<file path="src/rtl/p2s_pkg.sv">
// rtl/p2s_pkg.sv - shared state encoding, defaults and bit-order helper for p2s
package p2s_pkg;

  localparam int DEFAULT_WIDTH = 64;

  typedef enum logic [1:0] {
    ST_IDLE  = 2'd0,
    ST_SHIFT = 2'd1
  } state_t;

  // Bit of the word presented while the down-counter holds cnt.
  function automatic int unsigned bit_index(input int unsigned cnt,
                                            input int unsigned width,
                                            input logic        msb_first);
    return msb_first ? cnt : (width - 32'd1 - cnt);
  endfunction

endpackage

</file>
<file path="src/rtl/p2s_bit_counter.sv">
// rtl/p2s_bit_counter.sv - loadable down-counter with zero flag; holds at zero
module p2s_bit_counter #(
  parameter int W = 6
) (
  input  logic         clk,
  input  logic         rst_n,
  input  logic         load,
  input  logic [W-1:0] load_value,
  input  logic         dec,
  output logic [W-1:0] count,
  output logic         zero
);

  always_ff @(posedge clk or negedge rst_n) begin
    if (!rst_n) begin
      count <= '0;
    end else if (load) begin
      count <= load_value;
    end else if (dec && (count != '0)) begin
      count <= count - W'(1);
    end
  end

  assign zero = (count == '0);

endmodule

</file>
<file path="src/rtl/p2s.sv">
// rtl/p2s.sv - parallel-to-serial transmitter with valid/ready input and abort
module p2s
  import p2s_pkg::*;
#(
  parameter int WIDTH     = DEFAULT_WIDTH,
  parameter bit MSB_FIRST = 1'b1
) (
  input  logic             clk,
  input  logic             rst_n,
  input  logic [WIDTH-1:0] data_in,
  input  logic             in_valid,
  output logic             in_ready,
  input  logic             abort,
  output logic             serial_out,
  output logic             enable_out,
  output logic             busy,
  output logic             done
);

  localparam int CW = $clog2(WIDTH);

  state_t           state;
  state_t           state_nxt;
  logic [WIDTH-1:0] word_q;
  logic [WIDTH-1:0] sel;
  logic [CW-1:0]    cnt;
  logic             cnt_zero;
  logic             ready_en;
  logic             last_bit;
  logic             accept;
  logic             load;
  logic             dec;
  logic             so_nxt;
  logic             en_nxt;

  p2s_bit_counter #(.W(CW)) u_cnt (
    .clk        (clk),
    .rst_n      (rst_n),
    .load       (load),
    .load_value (CW'(WIDTH - 1)),
    .dec        (dec),
    .count      (cnt),
    .zero       (cnt_zero)
  );

  // ready_en keeps in_ready low for the first cycle out of reset and after an abort.
  assign last_bit = (state == ST_SHIFT) && cnt_zero;
  assign in_ready = ready_en && ((state == ST_IDLE) || (last_bit && !abort));
  assign accept   = in_valid && in_ready;
  assign busy     = (state == ST_SHIFT);
  assign done     = last_bit && !abort;

  always_comb begin
    state_nxt = state;
    load      = 1'b0;
    dec       = 1'b0;
    so_nxt    = 1'b0;
    en_nxt    = 1'b0;
    sel       = '0;
    case (state)
      ST_IDLE: begin
        if (accept) begin
          load      = 1'b1;
          state_nxt = ST_SHIFT;
        end
      end
      ST_SHIFT: begin
        if (abort)          state_nxt = ST_IDLE;
        else if (!cnt_zero) dec = 1'b1;
        else if (accept)    load = 1'b1;
        else                state_nxt = ST_IDLE;
      end
      default: state_nxt = ST_IDLE;
    endcase
    // The first bit comes straight from data_in so it appears on the accepting edge.
    if (load) begin
      sel    = data_in >> bit_index(WIDTH - 1, WIDTH, MSB_FIRST);
      so_nxt = sel[0];
      en_nxt = 1'b1;
    end else if (dec) begin
      sel    = word_q >> bit_index(32'(cnt) - 32'd1, WIDTH, MSB_FIRST);
      so_nxt = sel[0];
      en_nxt = 1'b1;
    end
  end

  always_ff @(posedge clk or negedge rst_n) begin
    if (!rst_n) begin
      state      <= ST_IDLE;
      word_q     <= '0;
      serial_out <= 1'b0;
      enable_out <= 1'b0;
      ready_en   <= 1'b0;
    end else begin
      state      <= state_nxt;
      serial_out <= so_nxt;
      enable_out <= en_nxt;
      ready_en   <= !((state == ST_SHIFT) && abort);
      if (load) word_q <= data_in;
    end
  end

endmodule

</file>
<file path="config.mk">
export PLATFORM = sky130hd
export DESIGN_NAME = p2s
export DESIGN_NICKNAME = d
export VERILOG_FILES = /design/src/rtl/p2s_pkg.sv /design/src/rtl/p2s_bit_counter.sv /design/src/rtl/p2s.sv
export SDC_FILE = /design/constraint.sdc
export NUM_CORES = 1
export LEC_CHECK = 0
export BUFFER_PORTS_ARGS = -buffer_cell sky130_fd_sc_hd__clkbuf_2
export CAP_MARGIN = 30
export CORE_MARGIN = 5
export CORE_UTILIZATION = 50
export CTS_BUF_LIST = sky130_fd_sc_hd__clkbuf_8
export DETAILED_ROUTE_END_ITERATION = 6
export GPL_ROUTABILITY_DRIVEN = 0
export GPL_TIMING_DRIVEN = 0
export HOLD_SLACK_MARGIN = 0.05
export MAX_ROUTING_LAYER = met4
export PLACE_DENSITY_LB_ADDON = 0.1
export SETUP_SLACK_MARGIN = 0.1
export SYNTH_ARGS = -nofsm -noshare
export SYNTH_HDL_FRONTEND = slang
export SYNTH_HIERARCHICAL = 1
export SYNTH_SLANG_ARGS = --single-unit
</file>
<file path="constraint.sdc">
create_clock -name clk -period 3.74 [get_ports clk]
set_input_delay 0.374 -clock clk [delete_from_list [all_inputs] [get_ports clk]]
set_output_delay 0.374 -clock clk [all_outputs]
set_load 0.02 [all_outputs]
</file>
* After elaboration in Yosys (flattened, before gate mapping) *
Index checks and enable logic that the tools add are counted.

storage, ports and cells
  output and inout bits = 5
  bits in read-only memories = 0
  bits in writable memories = 0
  register bits = 75
  bits in latches = 0
  logic and storage cells = 45
  memories kept = 0

operators by class
  shifts and indexed selects = 1
  bitwise logic cells = 0
  $mul = 0
  div/mod/pow operators = 0
  $add $sub $neg = 2
  muxes and demuxes = 18
  $lt $le $gt $ge = 0
  equality and inequality tests = 4
  reductions and logical operators = 14

operators by type and width
  cell                   count
  $shr A64 B32 Y1        1
  $mux W6                2
  $mux W1                10
  $mux W2                4
  $sub A6 B1 Y7 const B  1
  $logic_and A1 B1 Y1    6
  $logic_not A6 Y1       1
  $reduce_bool A6 Y1     1
  $sub A6 B1 Y6 const B  1
  $pmux W2 S2            1
  $ne A3 B2 Y1 const B   1
  $ne A3 B3 Y1 const B   1
  $reduce_and A3 Y1      1
  $eq A2 B1 Y1 const B   1
  $logic_not A1 Y1       2
  $logic_not A2 Y1       1
  $ne A2 B2 Y1 const B   1
  $pmux W1 S2            1
  $reduce_bool A2 Y1     1
  $logic_or A1 B1 Y1     1

* Logic depth before layout (Yosys ltp) *
Gate-level depths: netlist (run 1).

  word-level depth = 11
  gate-level depth with buffers = 13

* By module *
Netlist (run 1), hierarchy kept.

modules (own cells, without submodules)
  module           sequential area each (sq um)  times used  area each (sq um)  cells an instance
  p2s              1701.6                        1           3280.6             361
  p2s_bit_counter  150.1                         1           424.2              50

* Worst setup path after synthesis (run 1) *
No wires, ideal clock.

  path type = reg2reg
  start = reg u_cnt.count[2]
  end = reg u_cnt.count[0]
  cell stages (with the launch flop) = 12
  arrival time = 2.666 ns
  data required time = 3.609 ns
  slack = 0.942 ns
  setup time = 0.131 ns
  buffers on the path = 2
  clock period less this slack = 2.798 ns
  cells stage by stage = dfrtp_1 > or3_4 > nor2_1 > nand2b_1 > a21boi_1 > nand2_1 > inv_2 > clkbuf_1 > clkbuf_1 > inv_1 > o2111ai_1 > nand3_1

between the ends
  longest elaborated chain between the ends = 11
  elaborated cells on any way between the ends = 17
  classes of those cells = mux: 8; reduce/logical: 9

RTL lines
  what                                           line                   source
  start, declared                                p2s_bit_counter.sv:10  output logic [W-1:0] count,
  start signal, assigned                         p2s_bit_counter.sv:18  count <= load_value;
  start signal, assigned                         p2s_bit_counter.sv:20  count <= count - W'(1);
  $logic_not A6 Y1 (*)                           p2s_bit_counter.sv:24  assign zero = (count == '0);
  named net cnt_zero                             p2s.sv:27              logic cnt_zero;
  $logic_and A1 B1 Y1 (*)                        p2s.sv:47              assign last_bit = (state == ST_SHIFT) && cnt_zero;
  $logic_and A1 B1 Y1 (*)                        p2s.sv:48              assign in_ready = ready_en && ((state == ST_IDLE) || (last_bit && !abort));
  $logic_or A1 B1 Y1 (*)                         p2s.sv:48
  $logic_and A1 B1 Y1 (*)                        p2s.sv:48
  named net in_ready                             p2s.sv:12              output logic in_ready,
  $logic_and A1 B1 Y1 (*)                        p2s.sv:49              assign accept = in_valid && in_ready;
  $mux W1 (*)                                    p2s.sv:62, p2s.sv:70
  $mux W1                                        p2s.sv:69              else if (!cnt_zero) dec = 1'b1;
  $mux W1                                        p2s.sv:68              if (abort) state_nxt = ST_IDLE;
  $pmux W1 S2 (*)                                p2s.sv:60              case (state)
  named net load                                 p2s.sv:31              logic load;
  $mux W6 or $reduce_bool A2 Y1 (tied branches)  n/a

Mark *: on every way through the listed nets, which the timed path passes. The rest lies on a longest branch.
A chain may end at the register's enable or synchronous reset.

* Worst setup path in the final report (run 1) *
  start = reg u_cnt.count[0]
  end = reg serial_out

between the ends
  longest elaborated chain between the ends = 11
  elaborated cells on any way between the ends = 17
  classes of those cells = add/sub: 1; shift: 1; mux: 9; reduce/logical: 6

RTL lines
  what                                                    line       source
  branches (longest 10 deep; another with $sub A6 B1 Y7)  n/a
  $mux W1 (*)                                             p2s.sv:76  if (load) begin
  named net so_nxt                                        p2s.sv:33  logic so_nxt;
  end signal, assigned                                    p2s.sv:96  serial_out <= so_nxt;
  end, declared                                           p2s.sv:14  output logic serial_out,

Mark *: on every way through the listed nets, which the timed path passes.

==> metrics, run 1 <==
clk_lat worst skew=340 ps; Filler cells=about 690; CTS sink count=74; number of max-slew violations in the final report=0; FFs w/ async S/R, synth=1.00; Clock Root Buffer=clkbuf_8; drt drc=0; Ports=73; first-pass GRT wire length=14,300 um; number of synthesized flops with an enable pin=0; vias per cell=5.02; Startpoint Class=flop; endpoints failing hold=0; Least-Margin Pin Slew=665 ps; top achievable clock speed=around 0.31 GHz; Die Width=96.1 um; Final Instance Area=4410 um^2; crit path DAT=3410 ps; Unique masters post-synth=50; fin crit share=0.856; Port Buffers=72; cell row count=31; pwr dens=746 nW/um^2; register area share after synthesis=0.500; post-route ant nets=0; Wirelength per Cell=14.0 um; Max transition margin=0.553; Total GRT Usage=0.208; Syn Area/Cell=around 9.0 um^2; Synth Warn #=6; core area=7250 um^2; RSZ-0062 raised after global routing=false; Ant. Diodes=0; final setup fails=0; Reg clk slew, reported paths=80 ps; Detailed Routing Iterations Pass 1=4; antenna violations before repair=0; crit path max fanout=10; Starting Density=0.511; largest net degree at the start of global routing=43; number of CTS-inserted buffers=9; # resized after CTS=0; Area Growth Syn to Fin=19.1%; status=finished clean; critical path class=flop to flop; Hold Path Class=input port to flop; vias in the first global route=3,066; share of layout cells above drive strength 1=0.226; Hold WS=around 220 ps; Layout Nets=572; setup bufs post-CTS=0; clk buf depth=2; detailed-route via count=3,030; final worst slack=539 ps; CTS tree=built; Post-DP Area=4230 um^2; Critical Path RT=3950 ps; Peak VDD IR=0.332 mV; Hold-fix buffers, CTS=1; die footprint=9230 um^2; Die Span Y=slightly below 100 um; Syn Inst Count=roughly 410; HPWL after DPL=6220 um; Synth Cell Area=3700 um^2; H-tree levels=3; initial drt markers=approximately 160; Tmin final=3200 ps; Max Cap Viol=0; nature of the critical path endpoint=flop; WL final=8450 um; Seq cells post-synth=74; Post-Place Setup Slack=522 ps; Leakage=0.00232 uW; prevailing post-synth register cell=dfrtp_1; TNS Setup=0 ps; remaining global-route overflow=0; skew final=between 10 and 15 ps
power breakdown:
part	switching [uW]	internal (uW)	total [uW]
Combinational	779	672	1450
Clock	281	268	549
Sequential	203	1090	1290
Total	1260	2030	3290
flip-flops by register name, summed over array words and instances, names as in the netlist:
register	cells
word_q	64
u_cnt/count	6
enable_out	1
ready_en	1
serial_out	1
state	1
layout make-up:
cell class | instances | area, um^2 | share of cell area
plain buffers | 23 | 105 | 0.0238
clock buffers | 11 | 151 | 0.0343
clock inverters | 4 | 20.0 | 0.00454
inverters | 11 | 41.3 | 0.00936
multi-input cells | 308 | 1730 | 0.391
flip-flops and latches | 74 | 1850 | 0.420
well taps | 99 | 124 | 0.0281
repair buffers | 74 | 393 | 0.0891
synth_stat cells, drive strengths merged (3+ instances only):
cell / number / area [um^2]
inv: 10 / 37.5
nor3: 3 / 15.0
buf: 9 / 52.5
clkbuf: 14 / 52.6
mux4: 16 / 360
ha: 3 / 37.5
a21oi: 5 / 25.0
xnor2: 4 / 35.0
nor2b: 4 / 25.0
nand2b: 3 / 26.3
a211oi: 4 / 30.0
o31ai: 4 / 30.0
dfrtp: 74 / 1850
mux2i: 3 / 30.0
or3: 4 / 30.0
nor3b: 3 / 22.5
nand2: 206 / 773
nor2: 11 / 43.8
nand3: 4 / 20.0
cells by family after synthesis:
group,count (synthesis),share of synthesized area
other,1,0.00101
AND/OR/NAND/NOR,247,0.276
XOR/XNOR,4,0.00946
multiplexers,19,0.105
adder cells (fa/ha/maj),3,0.0101
buffers and inverters,34,0.0395
flip-flops,74,0.500
AO/OA/AOI/OAI,29,0.0591
path summary, 6_finish.rpt:
kind,startpoint,endpoint,slack [ps],cells after the start
min in group asynchronous,rst_n,word_q[23]$_DFFE_PN0P_,560,2
hold reg to reg,word_q[37]$_DFFE_PN0P_,word_q[37]$_DFFE_PN0P_,470,2
hold / removal,data_in[1],word_q[1]$_DFFE_PN0P_,220,3
setup / recovery,u_cnt/count[0]$_DFFE_PN0P_,serial_out$_DFF_PN0_,540,11
setup reg to reg,u_cnt/count[0]$_DFFE_PN0P_,serial_out$_DFF_PN0_,540,11
max in group asynchronous,rst_n,word_q[58]$_DFFE_PN0P_,2600,3
worst max-delay path, cell delays in order, from the launching register on:
cell and delay [ps]:
dfrtp_1 460, buf_4 280, buf_4 270, inv_1 70
ha_1 270, clkbuf_1 360, buf_2 380, mux4_2 350
nand2_1 80, a21oi_1 50, nor4_1 330, o311ai_1 150
metrics by stage:
stage          instances  total power [uW]  utilization
2_1_floorplan        416              2360            -
3_3_place_gp         587              2710        0.580
6_report             604              3290        0.608
5_1_grt              604              3560        0.608
3_5_place_dp         588              2760        0.583
4_1_cts              604              3330        0.608
per-layer routing:
layer	track usage	share of wire	vias up
li1	-	-	1517
met3	0.0336	0.043	14
met5	-	0	-
met1	0.278	0.47	1422
met4	0.0746	0.016	0
met2	0.322	0.47	77
cells in the final DEF (no fill, tap or decap), types with 3 or more instances in the layout:
master	n
nand2_1	206
dfrtp_1	74
clkbuf_2	71
mux4_2	16
clkbuf_1	14
inv_1	11
clkbuf_8	11
nor2_1	10
conb_1	6
a21oi_1	5
o31ai_1	4
nor2b_1	4
xnor2_1	4
nand3_1	4
a211oi_1	4
buf_1	3
buf_2	3
nor3b_1	3
nor3_1	3
or3_1	3
mux2i_1	3
ha_1	3
No activity file was read; power rests on OpenSTA's default activity.
==> run 2: changes to the inputs <==
--- a/config.mk
+++ b/config.mk
@@ -15,7 +15,7 @@
 export GPL_TIMING_DRIVEN = 0
 export HOLD_SLACK_MARGIN = 0.05
 export MAX_ROUTING_LAYER = met4
-export PLACE_DENSITY_LB_ADDON = 0.1
+export PLACE_DENSITY = 0.71
 export SETUP_SLACK_MARGIN = 0.1
 export SYNTH_ARGS = -nofsm -noshare
 export SYNTH_HDL_FRONTEND = slang
==> run 2 against run 1 <==
Net effect:
- utilization up 0.53 points
- sequential share of layout area is 0.37 points lower
- hold slack worse by 12 ps
- register-to-register slack improved by 40 ps
- critical path type unchanged
- highest routed layer unchanged
==> metrics, run 2 (same netlist as run 1, synthesis figures left out) <==
Critical Path RT=3960 ps; Hold Startpoint=data_in[48]; status=finished clean; Leakage=between 0.002 and 0.0025 uW; number of max-slew violations in the final report=0; Startpoint Class=flop; critical path startpoint=u_cnt/count[0]$_DFFE_PN0P_; skew final=7.00 ps; Wirelength per Cell=14.0 um; top flop regs=word_q x64, u_cnt/count x6; most frequent cells in the layout=nand2_1 (206), dfrtp_1 (74), clkbuf_2 (71), mux4_2 (16), clkbuf_1 (14); drt drc=0; Port Buffers=72; clk_lat worst skew=350 ps; Die Width=96.1 um; Comb power frac=0.429; nature of the critical path endpoint=flop; Hold Path Class=input port to flop; Area Growth Syn to Fin=20.1%; crit path DAT=3380 ps; Die Span Y=96.1 um; CTS tree=built; HPWL after DPL=6190 um; most common cell after layout, fill and taps aside=nand2_1; CTS sink count=74; max reg flops=64; Worst Reg2Reg Path Length in Cells=11; Max transition margin=0.557; RR Startpoint=u_cnt/count[0]$_DFFE_PN0P_; remaining global-route overflow=0; Detailed Routing Iterations Pass 1=4; Starting Density=0.511; critical path class=flop to flop; Flop pwr share=0.383; Max Cap Viol=0; H-tree levels=3; RSZ-0062 raised after global routing=false; number of CTS-inserted buffers=9; cell row count=31; Sw Pwr=~1300 uW; Peak VDD IR=roughly 0.3 mV; Hold WS=209 ps; detailed-route via count=3,043; switching share of power=0.379; setup bufs post-CTS=0; endpoints failing hold=0; antenna violations before repair=0; vias per cell=5.03; Tmin final=around 3200 ps; Internal Power=2090 uW; final setup fails=0; share of layout cells above drive strength 1=0.231; Biggest register=word_q; Ant. Diodes=0; die footprint=9230 um^2; crit path max fanout=10; TNS Setup=0 ps; Layout Nets=572; vias in the first global route=3,118; largest net degree at the start of global routing=52; WHS Path Cells=3; Ports=73; Least-Margin Pin Slew=660 ps; WL final=8440 um; Clock Root Buffer=clkbuf_8; Reg clk slew, reported paths=around 80 ps; first-pass GRT wire length=about 14,000 um; pwr dens=roughly 760 nW/um^2; # resized after CTS=0; clk buf depth=2; top achievable clock speed=0.317 GHz; Final Power=3360 uW; initial drt markers=approximately 110; Clk pwr share=0.188; core area=7250 um^2; post-route ant nets=0; R2R setup slack=580 ps; Total GRT Usage=0.210; fin crit share=0.845
run 2: metal layers:
layer  track usage  wire, um  vias to the layer above
met5             -         0                        -
met4        0.0794       140                        0
met3        0.0407       303                       11
li1              -         -                     1520
met1         0.275      3830                     1451
met2         0.327      4170                       61
run 2: timing repair:
action | 4_1_cts | 5_1_grt
setup endpoints to repair | 0 | 0
hold endpoints to repair | 23 | 0
hold buffers | 1 | 0
run 2: worst max-delay path: stages (launching register included):
cell and delay (ps):
dfrtp_1 460, buf_4 270, buf_4 260, inv_1 70
ha_1 270, clkbuf_1 340, buf_2 370, mux4_2 360
nand2_1 80, a21oi_1 60, nor4_1 320, o311ai_1 160
run 2: cell type report:
class / count / area [um^2]
inverter: 11 / 41.3
fill: 672 / 2800
sequential: 74 / 1850
multi-input combinational: 308 / 1730
buffer: 23 / 105
clock buffer: 10 / 138
clock inverter: 6 / 65.1
tap: 99 / 124
timing repair buffer: 74 / 400
run 2: path summary, 6_finish.rpt:
| kind | to |
|---|---|
| setup / recovery | serial_out$_DFF_PN0_ |
| hold / removal | word_q[48]$_DFFE_PN0P_ |
| setup reg to reg | serial_out$_DFF_PN0_ |
| hold reg to reg | word_q[25]$_DFFE_PN0P_ |
| max in group asynchronous | word_q[40]$_DFFE_PN0P_ |
| min in group asynchronous | word_q[27]$_DFFE_PN0P_ |
run 2: stage by stage:
stage	std cells	instance area, um^2	setup WS (ps)	utilization
2_1_floorplan	416	3720	942	-
3_3_place_gp	587	4210	547	0.580
3_5_place_dp	588	4240	542	0.584
4_1_cts	605	4450	528	0.614
5_1_grt	605	4450	367	0.614
6_report	605	4450	581	0.614
run 2: power groups by stage:
stage | clock network [uW] | registers (uW) | logic, uW
final | 634 | 1290 | 1440
after global routing | 686 | 1330 | 1610
after CTS | 649 | 1290 | 1460
after detailed placement | 0 | 1300 | 1450
after global placement | 0 | 1290 | 1410
after floorplan | 0 | 1250 | 1110
